[src/rtl/game_status_counter_pkg.sv]
// Shared constants and state encoding for the game status counter and the
// information renderer that draws its HP/time bars.
package game_status_counter_pkg;

   // Bar limits: HP_print counts damage up to HP_MAX, time_print counts steps up to TIME_MAX.
   localparam logic [4:0] HP_MAX   = 5'd9;
   localparam logic [4:0] TIME_MAX = 5'd18;

   typedef enum logic [1:0] {
      IDLE     = 2'd0,
      CLASSIC  = 2'd1,
      INFINITY = 2'd2,
      OVER     = 2'd3
   } game_state_t;

endpackage

[src/rtl/game_status_counter_tick_divider.sv]
// Free-running divider that produces a one-cycle tick every TICK_CYCLES
// cycles while run is high; clear forces the count back to zero.
module tick_divider #(
   parameter int TICK_CYCLES = 50_000_000
) (
   input  logic clk,
   input  logic rst,
   input  logic run,
   input  logic clear,
   output logic tick
);

   localparam int CW = (TICK_CYCLES > 1) ? $clog2(TICK_CYCLES) : 1;
   localparam logic [CW-1:0] LAST = CW'(TICK_CYCLES - 1);

   logic [CW-1:0] count;

   // Count 0..TICK_CYCLES-1 while running, wrapping back to zero on the last value.
   always_ff @(posedge clk) begin
      if (rst || clear) begin
         count <= '0;
      end else if (run) begin
         if (count == LAST) begin
            count <= '0;
         end else begin
            count <= count + 1'b1;
         end
      end
   end

   // The wrap cycle is the tick; a pending clear suppresses it.
   assign tick = run && !clear && (count == LAST);

endmodule

[src/rtl/game_status_counter.sv]
// Player status tracker: counts damage in classic mode and elapsed time steps
// in infinity mode, driving the renderer's bar values and the game-over flags.
module game_status_counter
   import game_status_counter_pkg::*;
#(
   parameter int TICK_CYCLES   = 50_000_000,
   parameter int INVULN_CYCLES = 25_000_000
) (
   input  logic       clk,
   input  logic       rst,
   input  logic       enable_game_classic,
   input  logic       enable_game_infinity,
   input  logic       hit,
   output logic [4:0] HP_print,
   output logic [4:0] time_print,
   output logic       game_over,
   output logic       over_classic
);

   localparam int IW = (INVULN_CYCLES > 1) ? $clog2(INVULN_CYCLES) : 1;
   localparam logic [IW-1:0] INV_LOAD = IW'(INVULN_CYCLES - 1);

   game_state_t   state;
   logic [IW-1:0] inv_count;
   logic          tick;
   logic          tick_run;
   logic          tick_clear;

   assign tick_run   = (state == INFINITY);
   assign tick_clear = (state != INFINITY) || !enable_game_infinity;

   tick_divider #(
      .TICK_CYCLES(TICK_CYCLES)
   ) u_tick_divider (
      .clk  (clk),
      .rst  (rst),
      .run  (tick_run),
      .clear(tick_clear),
      .tick (tick)
   );

   // Mode FSM with registered outputs; every exit to IDLE clears all status.
   always_ff @(posedge clk) begin
      if (rst) begin
         state        <= IDLE;
         HP_print     <= '0;
         time_print   <= '0;
         game_over    <= 1'b0;
         over_classic <= 1'b0;
         inv_count    <= '0;
      end else begin
         case (state)
            IDLE: begin
               HP_print     <= '0;
               time_print   <= '0;
               game_over    <= 1'b0;
               over_classic <= 1'b0;
               inv_count    <= '0;
               if (enable_game_classic) begin
                  state <= CLASSIC;
               end else if (enable_game_infinity) begin
                  state <= INFINITY;
               end
            end
            CLASSIC: begin
               if (!enable_game_classic) begin
                  state      <= IDLE;
                  HP_print   <= '0;
                  time_print <= '0;
                  inv_count  <= '0;
               end else if (hit && (inv_count == '0) && (HP_print != HP_MAX)) begin
                  HP_print  <= HP_print + 5'd1;
                  inv_count <= INV_LOAD;
                  if (HP_print + 5'd1 == HP_MAX) begin
                     state        <= OVER;
                     game_over    <= 1'b1;
                     over_classic <= 1'b1;
                  end
               end else if (inv_count != '0) begin
                  inv_count <= inv_count - 1'b1;
               end
            end
            INFINITY: begin
               if (!enable_game_infinity) begin
                  state      <= IDLE;
                  HP_print   <= '0;
                  time_print <= '0;
                  inv_count  <= '0;
               end else if (tick && (time_print != TIME_MAX)) begin
                  time_print <= time_print + 5'd1;
                  if (time_print + 5'd1 == TIME_MAX) begin
                     state        <= OVER;
                     game_over    <= 1'b1;
                     over_classic <= 1'b0;
                  end
               end
            end
            OVER: begin
               if (!enable_game_classic && !enable_game_infinity) begin
                  state        <= IDLE;
                  HP_print     <= '0;
                  time_print   <= '0;
                  game_over    <= 1'b0;
                  over_classic <= 1'b0;
                  inv_count    <= '0;
               end
            end
            default: begin
               state <= IDLE;
            end
         endcase
      end
   end

endmodule

[config.mk]
export PLATFORM = sky130hd
export DESIGN_NAME = game_status_counter
export DESIGN_NICKNAME = d
export VERILOG_FILES = /design/src/rtl/game_status_counter_pkg.sv /design/src/rtl/game_status_counter_tick_divider.sv /design/src/rtl/game_status_counter.sv
export SDC_FILE = /design/constraint.sdc
export NUM_CORES = 1
export LEC_CHECK = 0
export CAP_MARGIN = 20
export CORE_MARGIN = 5
export CORE_UTILIZATION = 25
export CTS_CLUSTER_SIZE = 20
export DETAILED_ROUTE_END_ITERATION = 8
export PLACE_DENSITY = 0.43
export SLEW_MARGIN = 30
export SYNTH_ARGS = -nofsm -noshare
export SYNTH_HDL_FRONTEND = slang
export SYNTH_SLANG_ARGS = --single-unit
[constraint.sdc]
create_clock -name clk -period 3.2 [get_ports clk]
set_clock_uncertainty 0.15 [all_clocks]
set_input_delay 0.32 -clock clk [delete_from_list [all_inputs] [get_ports clk]]
set_output_delay 0.32 -clock clk [all_outputs]
set_load 0.1 [all_outputs]
==> results.txt, run 1 <==
----------------------------------------------------
[Logic synthesis]
  Main area contributors after synthesis ... dfxtp_1 (36%), nor2_1 (5.6%), a21oi_1 (5.5%)
  Post-synthesis average cell area ... a little under 8 µm²
  Number of cells produced by synthesis ... 463
  Async SR Flop Fraction ... 0%
  Most frequently used cell type in the post-synthesis netlist ... dfxtp_1
  Proportion of netlist area held by the largest area contributor ... 35.67%
  Sequential fraction of the synthesis area ... 35.67%
  Count of different cell masters after synthesis ... 62
  Yosys reg bits ... 65
  Commonest cells post-synth ... dfxtp_1 (65), nor2_1 (54), nand2_1 (45)
  Total of warnings raised by yosys ... 0
  Number of synthesized flops with an enable pin ... 0
  Leading area contributor after synthesis ... dfxtp_1
  Net count after synthesis ... 482
  Post-synthesis cell area ... 3648 µm²
  Most used flip-flop cell after synthesis ... dfxtp_1

[Drt]
  WL/cell ... 14.90 µm
  Length of routed met3 wiring ... 439 µm
  Number of DRC violations after detailed routing ... 0
  Number of design-rule violations left by the first detailed-router iteration ... 190
  Routed met1 length ... 4895 µm
  Wire length after detailed routing ... 10100 µm
  Post-detailed-route count of antenna-violating nets ... 0
  Highest Signal Layer ... met4
  Detailed-route vias per instance ... 5.071
  Amount of wire on met2 after detailed routing ... 4653 µm
  DR pass1 iterations ... 4
  Vias post-DR ... 3438

[Global routing]
  Largest net degree at the start of global routing ... 30
  Number of global-route vias before repair ... 3361
  Total Routing Usage GR ... 12.60%
  Global-route wire length before repair ... 17020 µm
  Overflow after GRT ... 0
  Initial antenna violation count ... 0

[Die]
  Starting density of the core ... ~25%
  Top-level port count ... 17
  Row Count ... 44
  Floorplan core area ... 14420 µm²
  Chip width ... between 100 and 150 µm
  Die footprint ... 17110 µm²
  Vertical die dimension ... 130.8 µm

[Setup path]
  Type of element launching the critical path ... flop
  R2R Path Start ... u_tick_divider.count[0]
  Worst endpoint required time ... 3.31 ns
  Critical Path Slowest Stage Cell ... or4b_1
  Max incr delay on CP ... 0.57 ns
  Critical path capture point type ... flop
  Arrival time at the worst endpoint ... ~3 ns
  Flop-to-flop setup slack ... 0.30 ns
  Top fanout value on the critical path ... 5
  Reg-to-reg endpoint ... game_over
  Most frequent cell on the critical path ... or4b_1
  WS Path Type ... reg -> reg
  Length in cells of the worst reg-to-reg path ... 7
  Series of cell instances along the critical path ... ha_1, nor4bb_1, nand4_1, or4b_1, or4b_1, a22oi_2, mux2i_1

[Worst hold path]
  Min-delay src ... inv_count[7]
  Min-Delay Path Depth ... 2
  Worst hold-check path type ... reg -> reg
  End point of the most critical hold path ... inv_count[7]

[Timing]
  Final-report hold violation count ... 0
  Final critical path time including I/O delays and setup ... 2.902 ns
  Max-slew violations ... 0
  Timing-limited maximum frequency ... 344.6 MHz
  Final setup fails ... 0
  Period utilization ... 90.70%
  Rel. slew slack ... 51.79%
  Unrepaired setup endpoints after global routing ... no
  Tightest Pin Transition ... roughly 0.72 ns
  Sum of negative setup slack ... 0 ns

[Pwr]
  Power density normalized to cell area ... 1064 nW/µm²
  Combinational share of power ... a little under three fifths
  Worst IR drop on VDD ... 0.0004686 V
  Switch share ... 45.84%
  Reg power frac ... 22.7%
  Clock share of power ... 22.1%
  LEAKAGE ... 1.534 nW
  Cell internal pwr ... 2.513 mW
  Overall Power ... 4.639 mW
  NetSw ... 2.126 mW

[Clock tree]
  Clk_lat worst skew ... 0.33 ns
  H-tree lvl count ... 3
  Clock tree from TritonCTS ... done
  Post-CTS setup-driven buffer insertion count ... 0
  Maximum clock insertion buffer count ... 2
  CTS Buf Count ... 9
  Hold-fix buffers, CTS ... 0
  CTS resizes ... 0
  Number of sinks handled by clock tree synthesis ... 65
  Cell chosen for the clock root ... clkbuf_16
  Clock input transition at the sequential cells of the worst setup and hold paths ... roughly 0.060 ns

[Final layout]
  Share of post-route cells with drive strength above 1 ... 11.54%
  Number of diodes added for antenna fixing ... 0
  Post-layout net count ... 508
  Final standard cell utilization of the core ... a little under a third
  Area of all placed cells without fillers ... roughly 4400 µm²
  P&R area growth vs syn ... 19.48%

[Placed design]
  Port bufs ... 16
  Cell area reported after detailed placement ... 4050 µm²
  Detailed placer's ending HPWL ... a little over 7000 µm
  Final GP Congestion ... 0.8167

[Flow run]
  Number of max-capacitance violations reported ... 0

[Status]
  Outcome ... finished, final reports clean

----------------------------------------------------
registers in the layout, indices dropped and copies added, names as in the netlist:
name,flops
state,2
HP_print,5
time_print,5
inv_count,25
u_tick_divider.count,26
over_classic,1
game_over,1
placed cells by master (no fill, tap or decap), drive strengths merged, types with 5 or more instances in the layout:
master,netlist,layout
nand4,13,13
nand2,46,46
ha,14,14
xor2,9,9
xnor2,17,17
nand3,17,17
buf,6,28
o31ai,5,5
a21oi,40,40
nor2,54,54
a31oi,7,7
nor3,24,24
inv,17,17
or4,12,12
dfxtp,65,65
o21ai,33,33
or3,8,8
clkbuf,11,14
nor4,10,10
power groups by stage:
stage               clock network (mW)  logic [mW]  registers (mW)
global placement                     0        2.53            1.06
floorplan                            0        1.73            1.11
finish                            1.03        2.56            1.05
detailed placement                   0        2.53            1.07
global route                      1.10        2.83            1.07
CTS                               1.07        2.55            1.05
worst max-delay path: cells and delay by family (launching register included):
family,cells,cell delay (ns)
AND/OR/NAND/NOR,4,1.60
flip-flops,1,0.36
adder cells (fa/ha/maj),1,0.23
multiplexers,1,0.22
AO/OA/AOI/OAI,1,0.26
through the flow:
stage | cells | worst slack, ns | hold WS (ns)
global placement | 662 | 0.3659 | 0.3090
global route | 678 | 0.2007 | 0.3458
CTS | 678 | 0.2882 | 0.3182
finish | 678 | 0.2977 | 0.3196
detailed placement | 662 | 0.3209 | 0.3133
floorplan | 463 | 0.04717 | 0.2856
final cells by class:
type / count / area [µm²]
Clock inverter: 2 / 35.03
Multi-Input combinational cell: 363 / 2201
Clock buffer: 14 / 274.0
Tap cell: 184 / 230.2
Inverter: 18 / 67.56
Sequential cell: 65 / 1301
Timing Repair Buffer: 32 / 250.2
Fill cell: 1584 / 10060
worst max path at each step:
stage	startpoint	end	slack (ns)
4_1_cts	u_tick_divider.count[0]	game_over	0.29
6_report	u_tick_divider.count[0]	game_over	0.30
3_3_place_gp	u_tick_divider.count[0]	over_classic	0.37
3_5_place_dp	u_tick_divider.count[0]	game_over	0.32
2_1_floorplan	time_print[0]	game_over	0.05
5_1_grt	u_tick_divider.count[0]	game_over	0.20
kinds of logic after synthesis:
family                     Yosys count  synth area share [%]
xor gates and xnor gates            26                 6.241
AOI/OAI and AO/OA                  112                 18.83
muxes                                3                0.8573
and+or+nand+nor                    208                 29.39
adders and majority gates           14                 4.801
buffers and inverters               35                 4.218
DFF                                 65                 35.67
per-layer routing:
metal / track usage, % / vias to the layer above
li1: - / 1736
met1: 16.79 / 1624
met2: 19.57 / 68
met3: 3.455 / 10
met4: 4.477 / 0
met5: 0 / -
No activity file was read; power rests on OpenSTA's default activity.
==> inputs of run 2 (changes only) <==
Settings changed: ABC_AREA set to 1.
==> results.txt, run 2 <==
----------------------------------------------------
[Drt]
  DR pass1 iterations ... 4 (unchanged)
  Number of design-rule violations left by the first detailed-router iteration ... 247 (+30%)
  Post-detailed-route count of antenna-violating nets ... 0 (unchanged)
  Vias post-DR ... 4134 (+20%)
  Routed met1 length ... 5771 µm (+18%)
  WL/cell ... 12.14 µm (-19%)
  Detailed-route vias per instance ... 4.484 (-12%)
  Number of DRC violations after detailed routing ... 0 (unchanged)
  Length of routed met3 wiring ... 600 µm (+37%)
  Wire length after detailed routing ... 11190 µm (+11%)
  Amount of wire on met2 after detailed routing ... 4665 µm (+0.26%)
  Highest Signal Layer ... met4

[Setup path]
  Critical path capture point type ... flop
  Series of cell instances along the critical path ... inv_1, ha_1, nand2_4, nor2_1, buf_4, inv_1, nor2_2, inv_1, nor3b_1
  Max incr delay on CP ... 0.47 ns (-0.10 ns)
  WS Path Type ... reg -> reg
  CP Buf/Inv Count ... 4 (+4)
  Top fanout value on the critical path ... 14 (+9)
  Top delay family on crit path ... simple AND/OR/NAND/NOR gates
  Most frequent cell on the critical path ... inv_1
  Worst endpoint required time ... 3.30 ns (about the same)
  Arrival time at the worst endpoint ... 2.46 ns (-0.55 ns)
  Critical Path Slowest Stage Cell ... nor2_2
  Type of element launching the critical path ... flop

[Placed design]
  Port bufs ... 16 (unchanged)
  Final GP Congestion ... 0.8196 (+0.36%)
  Count of placed standard cells including taps ... 906 (+37%)
  Worst Setup Slack post-DPL ... 0.6308 ns (+0.3099 ns)
  Detailed placer's ending HPWL ... 8464 µm (+19%)

[Timing]
  Sum of negative setup slack ... 0 ns (unchanged)
  Period utilization ... 73.59% (-17 points)
  Rel. slew slack ... 61.51% (+9.7 points)
  Max-slew violations ... 0 (unchanged)
  Unrepaired setup endpoints after global routing ... no
  Post-route worst setup slack ... 0.8452 ns (+0.5476 ns)
  Final setup fails ... 0 (unchanged)
  Final critical path time including I/O delays and setup ... 2.355 ns (-0.5476 ns)
  Timing-limited maximum frequency ... 424.7 MHz (+23%)
  Final-report hold violation count ... 0 (unchanged)
  Tightest Pin Transition ... 0.5757 ns (-0.1448 ns)

[Final layout]
  Registers with the highest flip-flop counts ... u_tick_divider.count (26), inv_count (25)
  Flip-flop count of the largest register, all copies and words added ... 26 (unchanged)
  Post-layout net count ... 716 (+41%)
  Number of diodes added for antenna fixing ... 0 (unchanged)
  Final standard cell utilization of the core ... 29.32% (-0.91 points)
  Non-filler cells, final ... 922 (+36%)
  Register containing the most flip-flops in the final layout ... u_tick_divider.count
  Most common cell after layout, fill and taps aside ... nand2_1
  Commonest cells after routing, fill and taps aside ... nand2_1 (167), nor2_1 (139), inv_1 (82)
  Share of post-route cells with drive strength above 1 ... 9.829% (-1.7 points)
  P&R area growth vs syn ... 14.48%

[Clock tree]
  Clock tree from TritonCTS ... done
  CTS resizes ... 0 (unchanged)
  H-tree lvl count ... 3 (unchanged)
  Number of sinks handled by clock tree synthesis ... 65 (unchanged)
  Maximum clock insertion buffer count ... 2 (unchanged)
  Post-CTS setup-driven buffer insertion count ... 0 (unchanged)
  Clk_lat worst skew ... 0.33 ns (about the same)
  CTS Buf Count ... 9 (unchanged)
  Hold-fix buffers, CTS ... 0 (unchanged)
  Clock input transition at the sequential cells of the worst setup and hold paths ... 0.06 ns (about the same)
  Cell chosen for the clock root ... clkbuf_16

[Logic synthesis]
  Net count after synthesis ... 696 (+44%)
  Main area contributors after synthesis ... dfxtp_1 (30%), nand2_1 (15%), nor2_1 (12%)
  Number of synthesized flops with an enable pin ... 0 (unchanged)
  Post-synthesis average cell area ... 6.317 µm² (-20%)
  Leading area contributor after synthesis ... dfxtp_1
  Proportion of netlist area held by the largest area contributor ... 30.43% (-5.2 points)
  Async SR Flop Fraction ... 0% (unchanged)
  Most used flip-flop cell after synthesis ... dfxtp_1
  Most frequently used cell type in the post-synthesis netlist ... nand2_1
  Count of different cell masters after synthesis ... 45 (-27%)
  Post-synthesis cell area ... 4277 µm² (+17%)
  Commonest cells post-synth ... nand2_1 (167), nor2_1 (139), inv_1 (82)
  Yosys reg bits ... 65 (unchanged)
  Sequential fraction of the synthesis area ... 30.43% (-5.2 points)
  Total of warnings raised by yosys ... 0 (unchanged)
  Number of cells produced by synthesis ... 677 (+46%)

[Pwr]
  Worst IR drop on VDD ... 0.0003534 V (-25%)
  Overall Power ... 4.613 mW (-0.55%)
  LEAKAGE ... 2.135 nW (+39%)
  Power density normalized to cell area ... 942.2 nW/µm² (-11%)
  Cell internal pwr ... 2.281 mW (-9.2%)
  Combinational share of power ... 57.0% (+1.8 points)
  Reg power frac ... 22.7% (about the same)
  NetSw ... 2.332 mW (+9.7%)
  Clock share of power ... 20.3% (-1.8 points)
  Switch share ... 50.55% (+4.7 points)

[Flow run]
  Number of max-capacitance violations reported ... 0 (unchanged)

[Global routing]
  Largest net degree at the start of global routing ... 25 (-17%)
  Global-route wire length before repair ... 19020 µm (+12%)
  Initial antenna violation count ... 0 (unchanged)
  Number of global-route vias before repair ... 3875 (+15%)
  Overflow after GRT ... 0 (unchanged)
  Total Routing Usage GR ... 11.70% (-0.90 points)

[Die]
  Top-level port count ... 17 (unchanged)
  Floorplan core area ... 16700 µm² (+16%)
  Row Count ... 47 (+6.8%)
  Starting density of the core ... 25.61% (+0.31 points)
  Vertical die dimension ... 140.8 µm (+7.6%)
  Chip width ... 140.8 µm (+7.6%)
  Die footprint ... 19820 µm² (+16%)

[Worst hold path]
  Worst hold-check path type ... reg -> reg

[Status]
  Outcome ... finished, final reports clean

----------------------------------------------------
[run 2: changes by cell type after synthesis, sizes merged, moves of 12 or more]
cell   previous run  this run
nor3             24         9
nand2            46       178
inv              17        84
or4              12         0
xnor2            17         1
o21ai            33        16
nor2             54       159
nand3            17        50
[run 2: layer usage]
layer / track usage [%] / vias up
li1: - / 2198
met1: 16.31 / 1864
met2: 17.57 / 64
met3: 3.082 / 8
met4: 3.825 / 0
met5: 0 / -
[run 2: cell type report]
| class | instances | area (µm²) |
|---|---|---|
| clock inverters | 2 | 12.51 |
| well taps | 220 | 275.3 |
| multi-input cells | 517 | 2571 |
| fillers | 1894 | 11810 |
| flip-flops and latches | 65 | 1301 |
| clock buffers | 14 | 264.0 |
| repair buffers | 19 | 152.6 |
| inverters | 85 | 319.1 |
[run 2: power groups by stage]
stage          Clock [mW]  Sequential (mW)  Combinational (mW)
5_1_grt              1.00             1.07                2.97
3_3_place_gp            0             1.06                2.62
3_5_place_dp            0             1.07                2.65
6_report            0.937             1.05                2.63
2_1_floorplan           0             1.33                1.86
4_1_cts             0.959             1.05                2.66
[run 2: cells by family (layout without fill, tap and decap cells)]
family / after synthesis / in the layout / share of synthesized area, %
AO/OA/AOI/OAI: 66 / 66 / 8.777
flip-flops: 65 / 65 / 30.43
adder cells (fa/ha/maj): 14 / 14 / 4.096
AND/OR/NAND/NOR: 427 / 427 / 45.20
XOR/XNOR: 10 / 10 / 2.048
buffers and inverters: 95 / 120 / 9.450
[run 2: worst register-to-register path: stages, from the launching register on]
cell and delay (ns):
dfxtp_1 0.34, inv_1 0.12, ha_1 0.26, nand2_4 0.09, nor2_1 0.11, buf_4 0.15
inv_1 0.11, nor2_2 0.47, inv_1 0.25, nor3b_1 0.22
[run 2: stage by stage]
| stage | hold slack [ns] | cell area (µm²) |
|---|---|---|
| after global routing | 0.3525 | 4896 |
| after detailed placement | 0.3059 | 4619 |
| after floorplan | 0.2884 | 4277 |
| after CTS | 0.3140 | 4896 |
| final | 0.3125 | 4896 |
| after global placement | 0.3032 | 4619 |
[run 2: final timing paths]
check | cells after the start | endpoint | startpoint | slack (ns)
worst min-delay path | 2 | u_tick_divider.count[22] | u_tick_divider.count[22] | 0.31
worst max register to register | 9 | u_tick_divider.count[2] | state[0] | 0.85
worst min register to register | 2 | u_tick_divider.count[22] | u_tick_divider.count[22] | 0.31
worst max-delay path | 9 | u_tick_divider.count[2] | state[0] | 0.85
